### config.mk
export PLATFORM = sky130hd
export DESIGN_NAME = spi_xfer_fsm
export DESIGN_NICKNAME = d
export VERILOG_FILES = /design/src/rtl/spi_xfer_fsm.sv
export SDC_FILE = /design/constraint.sdc
export NUM_CORES = 1
export LEC_CHECK = 0
export ABC_AREA = 1
export CAP_MARGIN = 10
export CELL_PAD_IN_SITES_DETAIL_PLACEMENT = 0
export CELL_PAD_IN_SITES_GLOBAL_PLACEMENT = 1
export CORE_MARGIN = 2
export CORE_UTILIZATION = 39
export CTS_BUF_LIST = sky130_fd_sc_hd__clkbuf_8
export CTS_CLUSTER_SIZE = 24
export DETAILED_ROUTE_END_ITERATION = 7
export PLACE_DENSITY = 0.93
export SYNTH_ARGS = -nofsm -noshare
export SYNTH_HDL_FRONTEND = slang
export SYNTH_SLANG_ARGS = --single-unit
### constraint.sdc
create_clock -name clk -period 3 [get_ports clk]
set_input_delay 0.6 -clock clk [delete_from_list [all_inputs] [get_ports clk]]
set_output_delay 0.6 -clock clk [all_outputs]
set_load 0.05 [all_outputs]
### src/rtl/spi_xfer_fsm.sv
// spi_xfer_fsm: SPI-slave frame sequencer driving shift register, address latch, memory write and MISO enable
module spi_xfer_fsm #(
    parameter int ADDR_BITS = 7,
    parameter int DATA_BITS = 8,
    parameter int CNT_W     = 4
) (
    input  logic clk,
    input  logic rst_n,
    input  logic csN,
    input  logic sclkPosEdge,
    input  logic sclkNegEdge,
    input  logic rwBit,
    output logic srEdge,
    output logic srLoad,
    output logic addrWE,
    output logic dmWE,
    output logic misoBufe,
    output logic busy
);
    typedef enum logic [2:0] {
        IDLE, GET_ADDR, DECODE, READ_LOAD, READ_SEND, WRITE_GET, WRITE_STORE, DONE
    } state_t;

    localparam logic [CNT_W-1:0] ADDR_LAST = CNT_W'(ADDR_BITS);
    localparam logic [CNT_W-1:0] DATA_LAST = CNT_W'(DATA_BITS - 1);

    state_t           state_q, state_d;
    logic [CNT_W-1:0] cnt_q, cnt_d;
    logic             rd_q, rd_d;

    // State, bit counter and read-frame flag registers
    always_ff @(posedge clk or negedge rst_n) begin
        if (!rst_n) begin
            state_q <= IDLE;
            cnt_q   <= '0;
            rd_q    <= 1'b0;
        end else begin
            state_q <= state_d;
            cnt_q   <= cnt_d;
            rd_q    <= rd_d;
        end
    end

    // Next state: csN-high abort wins, otherwise walk the frame counting posedges
    always_comb begin
        state_d = state_q;
        cnt_d   = cnt_q;
        rd_d    = rd_q;
        if (state_q != IDLE && csN) begin
            state_d = IDLE;
            cnt_d   = '0;
            rd_d    = 1'b0;
        end else begin
            case (state_q)
                IDLE: begin
                    cnt_d = '0;
                    rd_d  = 1'b0;
                    if (!csN) state_d = GET_ADDR;
                end
                GET_ADDR: if (sclkPosEdge) begin
                    cnt_d   = cnt_q == ADDR_LAST ? '0 : cnt_q + 1'b1;
                    state_d = cnt_q == ADDR_LAST ? DECODE : GET_ADDR;
                end
                DECODE: begin
                    rd_d    = rwBit;
                    state_d = rwBit ? READ_LOAD : WRITE_GET;
                end
                READ_LOAD: state_d = READ_SEND;
                READ_SEND: if (sclkPosEdge) begin
                    cnt_d   = cnt_q == DATA_LAST ? '0 : cnt_q + 1'b1;
                    state_d = cnt_q == DATA_LAST ? DONE : READ_SEND;
                end
                WRITE_GET: if (sclkPosEdge) begin
                    cnt_d   = cnt_q == DATA_LAST ? '0 : cnt_q + 1'b1;
                    state_d = cnt_q == DATA_LAST ? WRITE_STORE : WRITE_GET;
                end
                WRITE_STORE: state_d = DONE;
                DONE: cnt_d = '0;
                default: begin
                    state_d = IDLE;
                    cnt_d   = '0;
                end
            endcase
        end
    end

    // Outputs decoded from state; srEdge additionally gates the SCLK edge pulses
    always_comb begin
        srEdge   = (state_q == GET_ADDR || state_q == WRITE_GET) ? sclkPosEdge :
                   state_q == READ_LOAD ? 1'b1 :
                   state_q == READ_SEND ? (sclkNegEdge && cnt_q != '0) : 1'b0;
        srLoad   = state_q == READ_LOAD;
        addrWE   = state_q == DECODE;
        dmWE     = state_q == WRITE_STORE;
        misoBufe = state_q == READ_LOAD || state_q == READ_SEND || (state_q == DONE && rd_q);
        busy     = state_q != IDLE;
    end
endmodule

# After elaboration in Yosys (flattened, before gate mapping)
# Index checks and enable logic that the tools add are counted.
[op_classes]
n_addsub = 1
eq_ne = 13
n_mux = 19
reduce_logical = 16
[ops]
columns = ["op", "count"]
rows = [
  ["$pmux W3 S7", 1],
  ["$mux W3", 6],
  ["$eq A3 B3 Y1 const B", 4],
  ["$mux W4", 3],
  ["$ne A3 B3 Y1 const B", 4],
  ["$reduce_bool A3 Y1", 3],
  ["$pmux W4 S2", 1],
  ["$reduce_bool A8 Y1", 1],
  ["$eq A3 B2 Y1 const B", 2],
  ["$mux W2", 3],
  ["$reduce_and A5 Y1", 1],
  ["$add A4 B1 Y4 const B", 1],
  ["$eq A4 B3 Y1 const B", 1],
  ["$mux W1", 4],
  ["$reduce_bool A4 Y1", 1],
  ["$eq A3 B1 Y1 const B", 1],
  ["$logic_and A1 B1 Y1", 3],
  ["$logic_not A3 Y1", 1],
  ["$logic_or A1 B1 Y1", 3],
  ["$ne A3 B1 Y1 const B", 1],
  ["$reduce_or A3 Y1", 1],
  ["$pmux W1 S2", 1],
  ["$reduce_and A2 Y1", 1],
  ["$reduce_or A2 Y1", 1],
]
[word_totals]
register_bits = 8

# Depth between registers and ports, before layout
# Gate-level depths: netlist (run 1).
[depth]
ltp_word = 5
ltp_mapped = 9
depth_no_buf = 8

# Least setup slack after synthesis (run 1)
# No wires, ideal clock.
[synth_timing]
path_type = "register to output"
start = "register state_q[2]"
end = "output misoBufe"
t_arrival_ns = 1.679
required_ns = 2.400
slack_ns = 0.721
stages_incl_launch_ff = 4
n_path_buf = 0
cell_sequence = "dfrtp_1 -> inv_2 -> nor2_1 -> o21ai_0"
[synth_via]
elab_chain_len = 3
[synth_rtl]
columns = ["element", "line", "rtl"]
rows = [
  ["from (decl)", "27", "state_t state_q, state_d;"],
  ["from (signal assigned)", "38", "state_q <= state_d;"],
  ["$eq A3 B2 Y1 / $eq A3 B3 Y1 (equally long branches)", "95", "misoBufe = state_q == READ_LOAD || state_q == READ_SEND || (state_q == DONE && rd_q);"],
  ["$logic_or A1 B1 Y1 / $logic_and A1 B1 Y1 (equally long branches)", "95", ""],
  ["$logic_or A1 B1 Y1 (*)", "95", ""],
  ["to (decl)", "17", "output logic misoBufe,"],
]
# Mark *: on every way between the ends. The rest lies on a longest branch, timed or not.

# Worst setup path in the final report (run 1)
[layout_timing]
start = "input sclkPosEdge"
end = "output srEdge"
[layout_via]
elab_chain_len = 1
[layout_rtl]
columns = ["element", "line", "rtl"]
rows = [
  ["from (decl)", "10", "input logic sclkPosEdge,"],
  ["$mux W1", "89", "srEdge = (state_q == GET_ADDR || state_q == WRITE_GET) ? sclkPosEdge :"],
  ["to (decl)", "13", "output logic srEdge,"],
]
# No other way between the ends.

==> impl_metrics.yaml, run 1 <==
sta:
  final.min_clock_period_ns: 2.66
  max_freq_mhz: 376
  grt_setup_unrepaired: "false"
  hold_viol: 0
  tns_ns: 0
  setup_violations: 0
  relSlewSlack_pct: 66.9
  whs_ns: 0.475
  skew_ns: 0.00202
  tightest_slew_ns: 0.494
  fin_ws_ns: 0.343
  min_period_over_period_pct: 88.6
  slew_violations: 0
global_routing:
  grt_pass1_vias: 511
  antenna_found_initial: 0
  grt_first_pass_wirelength_um: 2300
  globalRouteOverflowTotal: 0
  grt_max_degree: 10
  grt_util_all_layers_pct: 16.8
logic_synthesis:
  yosys-top-cells-area: "dfrtp_1 (32%), nand2_1 (15%), nand3_1 (12%)"
  synth_area_leader_cell: "dfrtp_1"
  synth_area_um2: 622
  synth_seq_cells: 8
  ys_top_cells_by_count: "nand2_1 (25), nand3_1 (15), inv_1 (13)"
  synth_edf_count: 0
  ys_types: 20
  yosysWarnings: 0
  ys_async_sr_fraction_pct: 100
  yosysMostFrequentCell: "nand2_1"
  avgSynthCellArea_um2: 6.76
  synth_nets: 100
  synth_top_cell_area_share_pct: 32.2
  ys.flop_type: "dfrtp_1"
  yosysSeqAreaShare_pct: 32.2
  syn-instance-count: 92
clock_tree:
  cts-root-buf: "clkbuf_8"
  cts_resized: 0
  clockBufferDepth: 2
  cts_inserted_buffers: 3
  htreeDepth: 1
  clock_sinks: 8
  clock_latency_ns: 0.23
  post_cts_buffers: 0
  cts_tree: "yes"
  cts_hold_buf: 0
  clk_pin_slew_ns: 0.04
placement:
  portBuffers: 11
  pre_cts_slack_ns: 0.342
  hpwl_um: 1030
  dpl_cell_area_um2: 733
  finalWeightedCongestion: 0.807
cells_and_area:
  syn2layout_area_growth_pct: 24.5
  antennaDiodeCount: 0
  nNetsFinal: 114
  layout-drive-gt1-share_pct: 11.5
  final_cell_area_um2: 774
  utilization_pct: 51.4
critical_path:
  crit_path_max_incr_delay_ns: 0.80
  ff2ff_setup_slack_ns: 1.73
  slowest_stage: "clkdlybuf4s50_1"
  cp_cell_sequence: "clkdlybuf4s50_1, nand3_1, nand3_1, clkdlybuf4s50_1"
  r2r.worst_path.cells: 7
  critPathCaptureType: "output pin"
  path_max_fanout: 2
  critPathLaunchType: "input port"
  crit_type: "in -> out"
  worstPathArrival_ns: 2.06
  critical_path_required_ns: 2.40
drt:
  drtIter0Drc: 6
  wl_per_cell_um: 10.9
  dr.pass1.iters: 4
  ant_nets: 0
  wirelength_um: 1300
  vias: 589
  drc_errors: 0
  routed_via_density: 4.91
power_and_ir_drop:
  ir_drop_uv: 468
  power_density_nw_per_um2: 831
  leakagePower_nw: 0.428
min_path:
  whs_path_depth: 2
  worstHoldPathType: "reg -> reg"
run:
  drv_cap: 0
floorplanning:
  die-width_um: 43.9
  start_util_pct: 41.3
  die_area_um2: 1930
  die_height_um: 43.9
  pin_count: 12
  core_area_um2: 1510
  std_cell_rows: 14
status:
  outcome: "finished, final reports clean"
[power by group]
group,internal (mW),switching [mW],leakage [nW],total (mW)
Sequential,0.134,0.0465,0.108,0.181
Clock,0.0867,0.0402,0.0216,0.127
Combinational,0.116,0.221,0.299,0.336
[cells in the final DEF (no fill, tap or decap), drive strengths merged]
master	n
nand2	30
xnor2	1
ha	2
nor2	9
a21oi	1
nand3	16
clkbuf	3
inv	15
xor2	1
nor3	2
clkdlybuf4s50	11
o21ai	3
nand4	2
dfrtp	8
[through the flow]
step / cells / power (mW)
global placement: 117 / 0.518
floorplan: 92 / 0.440
finish: 120 / 0.644
global route: 120 / 0.704
detailed placement: 117 / 0.520
CTS: 120 / 0.654
[state kept, by name, summed over array words and instances (netlist names)]
signal   cells
state_q      3
rd_q         1
cnt_q        4
[cell type report]
type                    instances  area [µm²]
fillers                       150         732
multi-input cells              67         347
flip-flops and latches          8         200
repair buffers                 11         110
inverters                      15        56.3
clock buffers                   3        41.3
well taps                      16        20.0
[cell families after synthesis]
| logic type | Yosys count | synth area share, % |
|---|---|---|
| AO/OA/AOI/OAI | 4 | 3.22 |
| XOR/XNOR | 2 | 2.82 |
| adder cells (fa/ha/maj) | 2 | 4.02 |
| buffers and inverters | 17 | 12.1 |
| flip-flops | 8 | 32.2 |
| AND/OR/NAND/NOR | 59 | 45.7 |
[worst max-delay path, delay by kind of cell]
family                 cells  cell delay [ns]
AND/OR/NAND/NOR            2             0.17
buffers and inverters      2             1.29
[layer usage]
layer  GRT usage (%)  share of wire (%)
met1            23.3                 50
met2            22.6                 42
met3            3.33                5.1
met4            12.7                3.2
met5               0                  0
[path summary, 6_finish.rpt]
check,from,endpoint
worst max-delay path,sclkPosEdge,srEdge
worst min register to register,cnt_q[3],cnt_q[3]
worst min-delay path,cnt_q[3],cnt_q[3]
max in group asynchronous,rst_n,cnt_q[2]
min in group asynchronous,rst_n,rd_q
worst max register to register,state_q[0],cnt_q[0]
No activity file was read; power rests on OpenSTA's default activity.
==> inputs of run 2 (changes only) <==
- CORE_UTILIZATION: 39 -> 33
- PLACE_DENSITY: 0.93 -> 0.85
- clock period: 3 -> 2.4 ns (I/O delays scaled with it)
==> impl_metrics.yaml, run 2 (synthesis results as in run 1) <==
cells_and_area:
  antennaDiodeCount: 0
  final_cell_mix: "nand2_1 (25), nand3_1 (15), inv_1 (13)"
  n_fill_cell: 188
  largest_reg_flops: 4
  reg_top3: "cnt_q (4), state_q (3), rd_q (1)"
  utilization_pct: 45.3
  layout-drive-gt1-share_pct: 14.4
  nNetsFinal: 114
  max_flop_register: "cnt_q"
  syn2layout_area_growth_pct: 27.2
  final_common_cell: "nand2_1"
  final_cell_area_um2: 791
  instances_no_fill: 129
sta:
  skew_ns: 0.00137
  tightest_slew_ns: 0.490
  slew_violations: 0
  relSlewSlack_pct: 67.2
  fin_ws_ns: 0.0888
  tns_ns: 0
  min_period_over_period_pct: 96.3
  grt_setup_unrepaired: "false"
  max_freq_mhz: 433
  whs_ns: 0.474
  setup_violations: 0
  hold_viol: 0
  final.min_clock_period_ns: 2.31
drt:
  wirelength_um: 1340
  ant_nets: 0
  wl_per_cell_um: 10.4
  routed_via_density: 4.66
  drtIter0Drc: 13
  dr.pass1.iters: 3
  vias: 601
  drc_errors: 0
floorplanning:
  die_area_um2: 2250
  std_cell_rows: 15
  core_area_um2: 1750
  pin_count: 12
  die-width_um: 47.4
  start_util_pct: 35.6
  die_height_um: 47.4
global_routing:
  antenna_found_initial: 0
  grt_pass1_vias: 536
  grt_util_all_layers_pct: 15.7
  grt_first_pass_wirelength_um: 2350
  globalRouteOverflowTotal: 0
  grt_max_degree: 10
critical_path:
  path_max_fanout: 7
  critPathCaptureType: "output pin"
  crit_type: "reg -> out"
  worstPathArrival_ns: 1.83
  r2r.worst_path.cells: 7
  critPathLaunchType: "flop"
  critical_path_required_ns: 1.92
  ff2ff_setup_slack_ns: 1.11
placement:
  hpwl_um: 1090
  portBuffers: 11
  placedCellCount: 126
  dpl_cell_area_um2: 749
  finalWeightedCongestion: 0.817
  pre_cts_slack_ns: 0.348
clock_tree:
  cts_hold_buf: 0
  cts_resized: 0
  clock_latency_ns: 0.23
  clk_pin_slew_ns: 0.04
  post_cts_buffers: 0
  htreeDepth: 1
  cts-root-buf: "clkbuf_8"
  clockBufferDepth: 2
  clock_sinks: 8
  cts_tree: "yes"
  cts_inserted_buffers: 3
power_and_ir_drop:
  leakagePower_nw: 0.437
  power_uw: 821
  ir_drop_uv: 470
  power_density_nw_per_um2: 1040
status:
  outcome: "finished, final reports clean"
run:
  drv_cap: 0
min_path:
  worstHoldPathType: "reg -> reg"
  whs_path_depth: 2
==> run 2: cell types whose count changed in the layout (fill, tap and decap cells not counted) <==
cell,change
buf_12,+1
clkdlybuf4s50_1,-3
buf_4,+2
==> run 2: power breakdown <==
part           internal, mW  leakage, nW  switching [mW]  total (mW)
Sequential            0.168        0.108          0.0503       0.218
Clock                 0.109       0.0216          0.0536       0.162
Combinational         0.156        0.308           0.284       0.440
==> run 2: final cells by class <==
class                   count  area, µm²  share of cell area (%)
multi-input cells          67        347                    43.8
flip-flops and latches      8        200                    25.3
repair buffers             11        115                    14.6
inverters                  15       56.3                    7.12
clock buffers               3       41.3                    5.22
well taps                  25       31.3                    3.96
==> run 2: final timing paths <==
check | startpoint | end
setup / recovery | state_q[2] | addrWE
min in group asynchronous | rst_n | state_q[1]
max in group asynchronous | rst_n | state_q[2]
hold / removal | cnt_q[3] | cnt_q[3]
hold reg to reg | cnt_q[3] | cnt_q[3]
setup reg to reg | state_q[1] | cnt_q[3]
==> run 2: critical path, cell delays in order, from the launching register on <==
cell and delay, ns:
dfrtp_1 0.44, inv_2 0.17, nand3_1 0.11, inv_1 0.09, clkdlybuf4s50_1 0.80
==> run 2: routing by layer <==
layer / vias to the layer above / GRT usage [%] / wire (µm)
li1: 317 / - / -
met1: 267 / 22.1 / 724
met2: 12 / 21.6 / 541
met3: 5 / 2.26 / 34
met4: 0 / 11.7 / 42
met5: - / 0 / 0
